==> config.mk <==
export PLATFORM = sky130hd
export DESIGN_NAME = ryu_jump_controller
export DESIGN_NICKNAME = d
export VERILOG_FILES = /design/src/rtl/ryu_jump_controller.sv
export SDC_FILE = /design/constraint.sdc
export NUM_CORES = 1
export LEC_CHECK = 0
export BUFFER_PORTS_ARGS = -buffer_cell sky130_fd_sc_hd__buf_2
export CAP_MARGIN = 20
export CORE_MARGIN = 5
export CORE_UTILIZATION = 45
export CTS_CLUSTER_SIZE = 25
export DETAILED_ROUTE_END_ITERATION = 8
export PLACE_DENSITY = 0.66
export SLEW_MARGIN = 20
export SYNTH_ARGS = -nofsm -noshare
export SYNTH_HDL_FRONTEND = slang
export SYNTH_SLANG_ARGS = --single-unit
==> constraint.sdc <==
create_clock -name vga_clk -period 6.1 [get_ports vga_clk]
set_clock_uncertainty 0.2 [all_clocks]
set_input_delay 0 -clock vga_clk [delete_from_list [all_inputs] [get_ports vga_clk]]
set_output_delay 0 -clock vga_clk [all_outputs]
set_load 0.1 [all_outputs]
==> src/rtl/ryu_jump_controller.sv <==
// ryu_jump_controller
// ---------------------------------------------------------------------------
// Jump controller and sprite-sheet address generator for the Ryu jump sprite.
// Once per video frame (rising edge of vs) a rise/fall/land state machine
// advances the sprite height and animation frame. Every pixel clock the
// current DrawX/DrawY is mapped to a sprite-sheet ROM address plus a hit
// flag. Both are registered, with one cycle of latency.
//
// Build option:
//   RYU_JUMP_BUFFER_EN - when defined, a jump_req seen during LAND is
//                        remembered. LAND then exits straight into a new
//                        RISE instead of passing through IDLE.
//
// Ports:
//   vga_clk      in   pixel clock (only clock)
//   reset_n      in   asynchronous active-low reset
//   DrawX/DrawY  in   current pixel coordinates (10 bits each)
//   blank        in   high while in the active display region
//   vs           in   vertical sync, synchronous to vga_clk
//   jump_req     in   level jump request
//   sprite_y     out  sprite top row
//   anim_frame   out  animation frame index 0..5
//   busy         out  high whenever the state is not IDLE
//   rom_address  out  sprite-sheet ROM address (0 when not hit)
//   sprite_hit   out  current pixel lies inside the sprite box
// ---------------------------------------------------------------------------
module ryu_jump_controller #(
    parameter int SPRITE_W    = 54,
    parameter int SPRITE_H    = 77,
    parameter int SPRITE_X    = 300,
    parameter int GROUND_Y    = 400,
    parameter int JUMP_V      = 12,
    parameter int LAND_FRAMES = 4,
    parameter int ADDR_W      = 15
) (
    input  logic              vga_clk,
    input  logic              reset_n,
    input  logic [9:0]        DrawX,
    input  logic [9:0]        DrawY,
    input  logic              blank,
    input  logic              vs,
    input  logic              jump_req,
    output logic [9:0]        sprite_y,
    output logic [2:0]        anim_frame,
    output logic              busy,
    output logic [ADDR_W-1:0] rom_address,
    output logic              sprite_hit
);

    localparam int V_W   = 8;
    localparam int CNT_W = $clog2(LAND_FRAMES + 1);

    localparam logic [9:0]        Y_REST     = 10'(GROUND_Y - SPRITE_H);
    localparam logic [V_W-1:0]    V_START    = V_W'(JUMP_V);
    localparam logic [V_W-1:0]    V_HALF     = V_W'(JUMP_V / 2);
    localparam logic [CNT_W-1:0]  LAND_START = CNT_W'(LAND_FRAMES);
    localparam logic [ADDR_W-1:0] FRAME_SIZE = ADDR_W'(SPRITE_W * SPRITE_H);
    localparam logic [ADDR_W-1:0] ROW_SIZE   = ADDR_W'(SPRITE_W);

    typedef enum logic [1:0] {
        ST_IDLE = 2'd0,
        ST_RISE = 2'd1,
        ST_FALL = 2'd2,
        ST_LAND = 2'd3
    } state_t;

    state_t            state_q, state_d;
    logic [9:0]        h_q, h_d;
    logic [V_W-1:0]    v_q, v_d;
    logic [CNT_W-1:0]  land_cnt_q, land_cnt_d;
    logic              pending_q, pending_d;
    logic              vs_q;
    logic [9:0]        sprite_y_q, sprite_y_d;
    logic [2:0]        anim_q, anim_d;
    logic              tick;

    logic [10:0]       rel_x, rel_y;
    logic              hit_d, hit_q;
    logic [ADDR_W-1:0] addr_d, addr_q;
    logic [ADDR_W-1:0] frame_base, row_off;

    // vs_q resets high so a vs held high through reset does not fire a tick.
    assign tick = vs & ~vs_q;

    // ---------------------------------------------------------------------
    // Frame state machine: register
    // ---------------------------------------------------------------------
    always_ff @(posedge vga_clk or negedge reset_n) begin
        if (!reset_n) begin
            state_q    <= ST_IDLE;
            h_q        <= '0;
            v_q        <= '0;
            land_cnt_q <= '0;
            pending_q  <= 1'b0;
            vs_q       <= 1'b1;
            sprite_y_q <= Y_REST;
            anim_q     <= 3'd0;
        end else begin
            state_q    <= state_d;
            h_q        <= h_d;
            v_q        <= v_d;
            land_cnt_q <= land_cnt_d;
            pending_q  <= pending_d;
            vs_q       <= vs;
            sprite_y_q <= sprite_y_d;
            anim_q     <= anim_d;
        end
    end

    // ---------------------------------------------------------------------
    // Frame state machine: next state and next outputs
    // ---------------------------------------------------------------------
    always_comb begin
        state_d    = state_q;
        h_d        = h_q;
        v_d        = v_q;
        land_cnt_d = land_cnt_q;
        pending_d  = pending_q;

        // Requests are latched between ticks so a short pulse is not lost.
        if (state_q == ST_IDLE && jump_req) begin
            pending_d = 1'b1;
        end
`ifdef RYU_JUMP_BUFFER_EN
        if (state_q == ST_LAND && jump_req) begin
            pending_d = 1'b1;
        end
`endif

        if (tick) begin
            unique case (state_q)
                ST_IDLE: begin
                    // A request on the tick itself starts immediately.
                    if (pending_q || jump_req) begin
                        state_d   = ST_RISE;
                        v_d       = V_START;
                        h_d       = '0;
                        pending_d = 1'b0;
                    end
                end
                ST_RISE: begin
                    h_d = h_q + 10'(v_q);
                    v_d = v_q - V_W'(1);
                    if (v_d == '0) begin
                        state_d = ST_FALL;
                    end
                end
                ST_FALL: begin
                    v_d = v_q + V_W'(1);
                    if (h_q <= 10'(v_d)) begin
                        h_d        = '0;
                        state_d    = ST_LAND;
                        land_cnt_d = LAND_START;
                    end else begin
                        h_d = h_q - 10'(v_d);
                    end
                end
                ST_LAND: begin
                    land_cnt_d = land_cnt_q - CNT_W'(1);
                    if (land_cnt_d == '0) begin
`ifdef RYU_JUMP_BUFFER_EN
                        if (pending_q || jump_req) begin
                            state_d   = ST_RISE;
                            v_d       = V_START;
                            h_d       = '0;
                            pending_d = 1'b0;
                        end else begin
                            state_d = ST_IDLE;
                            v_d     = '0;
                        end
`else
                        state_d = ST_IDLE;
                        v_d     = '0;
`endif
                    end
                end
                default: begin
                    state_d = ST_IDLE;
                end
            endcase
        end

        // Output registers are loaded from the post-tick values so they are
        // stable for the whole following frame.
        sprite_y_d = Y_REST - h_d;
        anim_d     = 3'd0;
        unique case (state_d)
            ST_RISE: anim_d = (v_d > V_HALF) ? 3'd1 : 3'd2;
            ST_FALL: anim_d = (v_d < V_HALF) ? 3'd3 : 3'd4;
            ST_LAND: anim_d = 3'd5;
            default: anim_d = 3'd0;
        endcase
    end

    // ---------------------------------------------------------------------
    // Pixel address path (one cycle latency)
    // ---------------------------------------------------------------------
    always_comb begin
        // 11-bit two's complement offsets; bit 10 set means left of / above
        // the sprite box.
        rel_x = {1'b0, DrawX} - 11'(SPRITE_X);
        rel_y = {1'b0, DrawY} - {1'b0, sprite_y_q};
        hit_d = blank
                && !rel_x[10] && (rel_x < 11'(SPRITE_W))
                && !rel_y[10] && (rel_y < 11'(SPRITE_H));
        frame_base = ADDR_W'(anim_q) * FRAME_SIZE;
        row_off    = ADDR_W'(rel_y) * ROW_SIZE;
        addr_d     = hit_d ? (frame_base + row_off + ADDR_W'(rel_x)) : '0;
    end

    always_ff @(posedge vga_clk or negedge reset_n) begin
        if (!reset_n) begin
            hit_q  <= 1'b0;
            addr_q <= '0;
        end else begin
            hit_q  <= hit_d;
            addr_q <= addr_d;
        end
    end

    assign sprite_y    = sprite_y_q;
    assign anim_frame  = anim_q;
    assign busy        = (state_q != ST_IDLE);
    assign rom_address = addr_q;
    assign sprite_hit  = hit_q;

endmodule

; ---- After elaboration in Yosys (flattened, before gate mapping)
; Index checks and enable logic that the tools add are counted.
[op_classes]
addsub = 10
n_mul = 2
n_lt_le_gt_ge = 5
n_eq_ne = 7
n_mux = 24
bitwise = 2
reduce_logical = 14
[op_table]
columns = cell, count
row1 = case mux 8 bit (4 select lines), 1
row2 = two-way mux 10 bit, 3
row3 = case mux 10 bit (3 select lines), 1
row4 = two-way mux 8 bit, 3
row5 = adder 15 x 11 -> 15 bit, 1
row6 = adder 15 bit, 1
row7 = two-way mux 15 bit, 1
row8 = multiplier 11 x 5 -> 14 bit (second input constant), 1
row9 = multiplier 3 x 12 -> 14 bit (second input constant), 1
row10 = two-way mux 2 bit, 6
row11 = less-than comparator 11 x 6 -> 1 bit (second input constant), 1
row12 = less-than comparator 11 x 7 -> 1 bit (second input constant), 1
row13 = subtractor 10 x 10 -> 11 bit, 1
row14 = subtractor 10 x 9 -> 11 bit (second input constant), 1
row15 = adder 10 x 8 -> 10 bit, 1
row16 = less-or-equal comparator 10 x 8 -> 1 bit, 1
row17 = subtractor 10 x 8 -> 10 bit, 1
row18 = subtractor 9 x 10 -> 10 bit (first input constant), 1
row19 = case mux 3 bit (3 select lines), 1
row20 = adder 8 x 1 -> 8 bit (second input constant), 1
row21 = == test 2 bit (second input constant), 4
row22 = > comparator 8 x 3 -> 1 bit (second input constant), 1
row23 = zero test 8 bit, 1
row24 = less-than comparator 8 x 3 -> 1 bit (second input constant), 1
row25 = 17 further kinds, 28
[word_totals]
regBits = 54
input_bits = 25
wordCells = 74

; ---- Longest topological paths before layout
[depth]
ltp_word = 8
mapped_depth = 28
depth_no_buf = 28

; ---- Least setup slack after synthesis
; Ideal clock, no wire load.
[synth_path]
kind = flip-flop to flip-flop
start = register sprite_y_q[0], in the netlist sprite_y[0]
end = register addr_q[14], in the netlist rom_address[14]
setup_time_ps = 132
arrival_time_ps = 6175
t_required_ps = 5768
path_slack_ps = -407
stages_incl_launch_ff = 27
n_path_buf = 0
path_cell_list = dfstp_2 ha_1 inv_1 fa_1 a21o_1 a21oi_1 o21bai_1 a21oi_1 xor2_1 inv_1 ha_1 fa_1 inv_1 fa_1 inv_1 ha_1 and3_1 a21oi_1 o21ai_0 or2_2 xnor2_1 ha_1 ha_1 a31oi_1 xnor2_1 xnor2_1 nor2_1
[synth_via]
elab_chain_cells = 5
elab_cells_between_ends = 9
cone_classes = add/sub (3) / mul (1) / order compare (1) / mux (1) / reduce/logical (3)
[synth_lines]
columns = element, line
row1 = start: declaration, 73  ; logic [9:0] sprite_y_q, sprite_y_d;
row2 = start signal: assignment, 105  ; sprite_y_q <= sprite_y_d;
row3 = subtractor 10 x 10 -> 11 bit (*), 202  ; rel_y = {1'b0, DrawY} - {1'b0, sprite_y_q};
row4 = multiplier 11 x 5 -> 14 bit or zero test 1 bit (tied branches), "207, 205"
row5 = adder 15 bit or logical AND 1 bit (tied branches), "208, 205"
row6 = adder 15 x 11 -> 15 bit or logical AND 1 bit (tied branches), "208, 205"
row7 = two-way mux 15 bit (*), 208  ; addr_d = hit_d ? (frame_base + row_off + ADDR_W'(rel_x)) : '0;
row8 = net addr_d[14], 79  ; logic [ADDR_W-1:0] addr_d, addr_q;
row9 = end signal: assignment, 217  ; addr_q <= addr_d;
row10 = end: declaration, 79
; The timed path passes the listed nets; every way through them passes the cells marked *.
; A chain may end at the register's enable or synchronous reset.

; ---- Worst setup path in the final report
; Same ends and word-level chain as after synthesis.

==> metrics <==
Syn. warnings=0; post-synthesis async set-or-reset flop share=100%; critical path depth=25; mean area per synthesized cell=8.56 um^2; data required time of the worst path=6090 ps; DRC errors left=0; pin count of the biggest net entering global routing=54; DRT antenna net count=0; first-pass GRT wire length=25.6 mm; Cell variety after synth=70; HP Class=input pin to async pin; layout cell share with drive strength beyond 1=17.2%; Die Y=126 um; Nets=925; setup violators final=0; Worst Setup End Kind=flop; upper clock frequency limit=0.171 GHz; critical path class=flop to flop; setup TNS=0 ps; vias per cell=5.52; Post-Place Worst Slack=-25.5 ps; worst-case reg-to-reg path depth=25; H-tree Lvls=2; DR pass1 iterations=6; DRT Wirelength=15.4 mm; Final period util=95.9%; Num Clock Sinks=53; gr usage total=19.2%; Max-Cap Viols=0; routed len/inst=16.0 um; Worst EP arrival=5840 ps; CTS tree=built; initial antenna violation count=0; DP HPWL=12.2 mm; CP peak stage delay=630 ps; I/O pin total=55; IO Port Bufs=54; cts bufs inserted=5; status=completed; cell taking the most area after synthesis=dfrtp_1; CP delay by family, top=adder cells; Layout area overhead=17.0%; clk slew on worst S/H paths=80 ps; n_diodes=0; Iteration-0 DRC Markers=265; FF+latch count, synth=53; crit path time final=5850 ps; net count after synthesis=853; detailed-route via count=5315; number of global-route vias before repair=5327; prevailing post-synth register cell=dfrtp_1; Hold Vio Cnt, Final=0; root buf cell=clkbuf_16; die area=0.0160 mm^2; Cells after Synth=713; Critical Path Slowest Stage Cell=dfstp_4; Seq/Total Area, Yosys=21.8%; Core Area=0.0133 mm^2; clock buffer depth=2; Worst R2R Setup Slack=250 ps; WP buf/inv=6; Slew @ Worst Pin=819 ps; post-synth top area share=19.7%; EDFF count, synth=0; crit path launch type=flop; CP max FO=5; fin util=53.7%; worst rel slew slack=45.3%; worst setup margin=252 ps; Clock Latency Late Sink=300 ps; largest cells by area after synthesis=dfrtp_1 (20%), ha_1 (18%), fa_1 (9.2%), inv_1 (6.7%), xnor2_1 (5.7%); die extent in x=126 um; # rows=42; GP Congestion=0.948; max-slew violations=0; most common cell type on the critical path=inv_1; initial core utilization=45.9%; Mapped Area=0.00610 mm^2; total grt overflow=0
routing by layer:
layer / part of all wire, % / GRT usage [%]
met5: 0 / 0
met4: 1.5 / 4.73
met3: 4.3 / 3.24
met2: 49 / 32.9
met1: 46 / 25.4
worst min-delay path, stage by stage:
cell	delay [ps]
dlygate4sd3_1	520
buf_2	90
buf_4	560
path summary, 6_finish.rpt:
check / endpoint / from
max in group asynchronous: sprite_y[3] / reset_n
setup reg to reg: rom_address[14] / sprite_y[0]
setup / recovery: rom_address[14] / sprite_y[0]
min in group vga_clk: vs_q / vs
hold reg to reg: land_cnt_q[1] / land_cnt_q[1]
hold / removal: v_q[7] / reset_n
cells by family after synthesis:
kind of cell | count (synthesis) | share of synthesized area, %
simple gates | 180 | 14.6
compound gates | 178 | 19.5
buf+inv | 122 | 7.71
fa+ha+maj | 115 | 27.0
xor+xnor | 62 | 8.90
flops | 53 | 21.8
mux | 3 | 0.513
area by class of cell:
cell class                 count  area, um^2
fill                        1217        6160
sequential                    53        1340
tap                          176         220
multi-input combinational    538        4530
inverter                     109         409
timing repair buffer          78         463
clock inverter                 1        30.0
clock buffer                   7         143
Yosys cell counts, types with 7 or more instances:
library cell,count
inv_1,109
dfrtp_1,48
xnor2_1,40
xor2_1,22
nand2b_1,8
o21bai_1,7
o21a_1,10
nand3_1,18
fa_1,28
nand2_1,39
nor3_1,10
o21ai_0,44
a21oi_1,39
ha_1,87
a21o_1,11
nor2_1,55
nor2b_1,8
registers in the layout (all words and copies together), names as in the netlist:
signal	cells
anim_frame	3
h_q	9
land_cnt_q	3
pending_q	1
rom_address	15
sprite_hit	1
sprite_y	10
state_q	2
v_q	8
vs_q	1
through the flow:
stage,std cells,cell area (um^2),hold WS [ps]
6_report,962,7140,167
5_1_grt,962,7140,169
4_1_cts,957,6980,153
3_5_place_dp,943,6720,-61.4
3_3_place_gp,943,6720,-67.2
2_1_floorplan,713,6190,-496
timing repair:
action                                 in CTS  in global routing
setup buffers                               1                  5
pin swaps                                   5                 17
hold buffers                                5                  0
resized for setup                           4                 32
endpoints found under the hold margin      53                  0
setup endpoints to repair                   1                  4
cell usage in the layout, fill, tap and decap left out, drive strengths merged, types with 7 or more instances in the layout:
cell    Yosys  layout
a21o       12      12
a21oi      39      39
nor2b       8       8
nor2       56      56
xor2       22      22
nand3      19      19
xnor2      40      40
ha         87      87
buf         7      73
inv       109     109
nor3       10      10
nand2      39      39
dfrtp      48      48
o21ai      44      44
o21bai      7       7
clkbuf      6       7
fa         28      28
nand2b      8       8
o21a       10      10
Power is not shown: default switching activity piles up to over one toggle a cycle in this logic, so the estimate is an artifact.
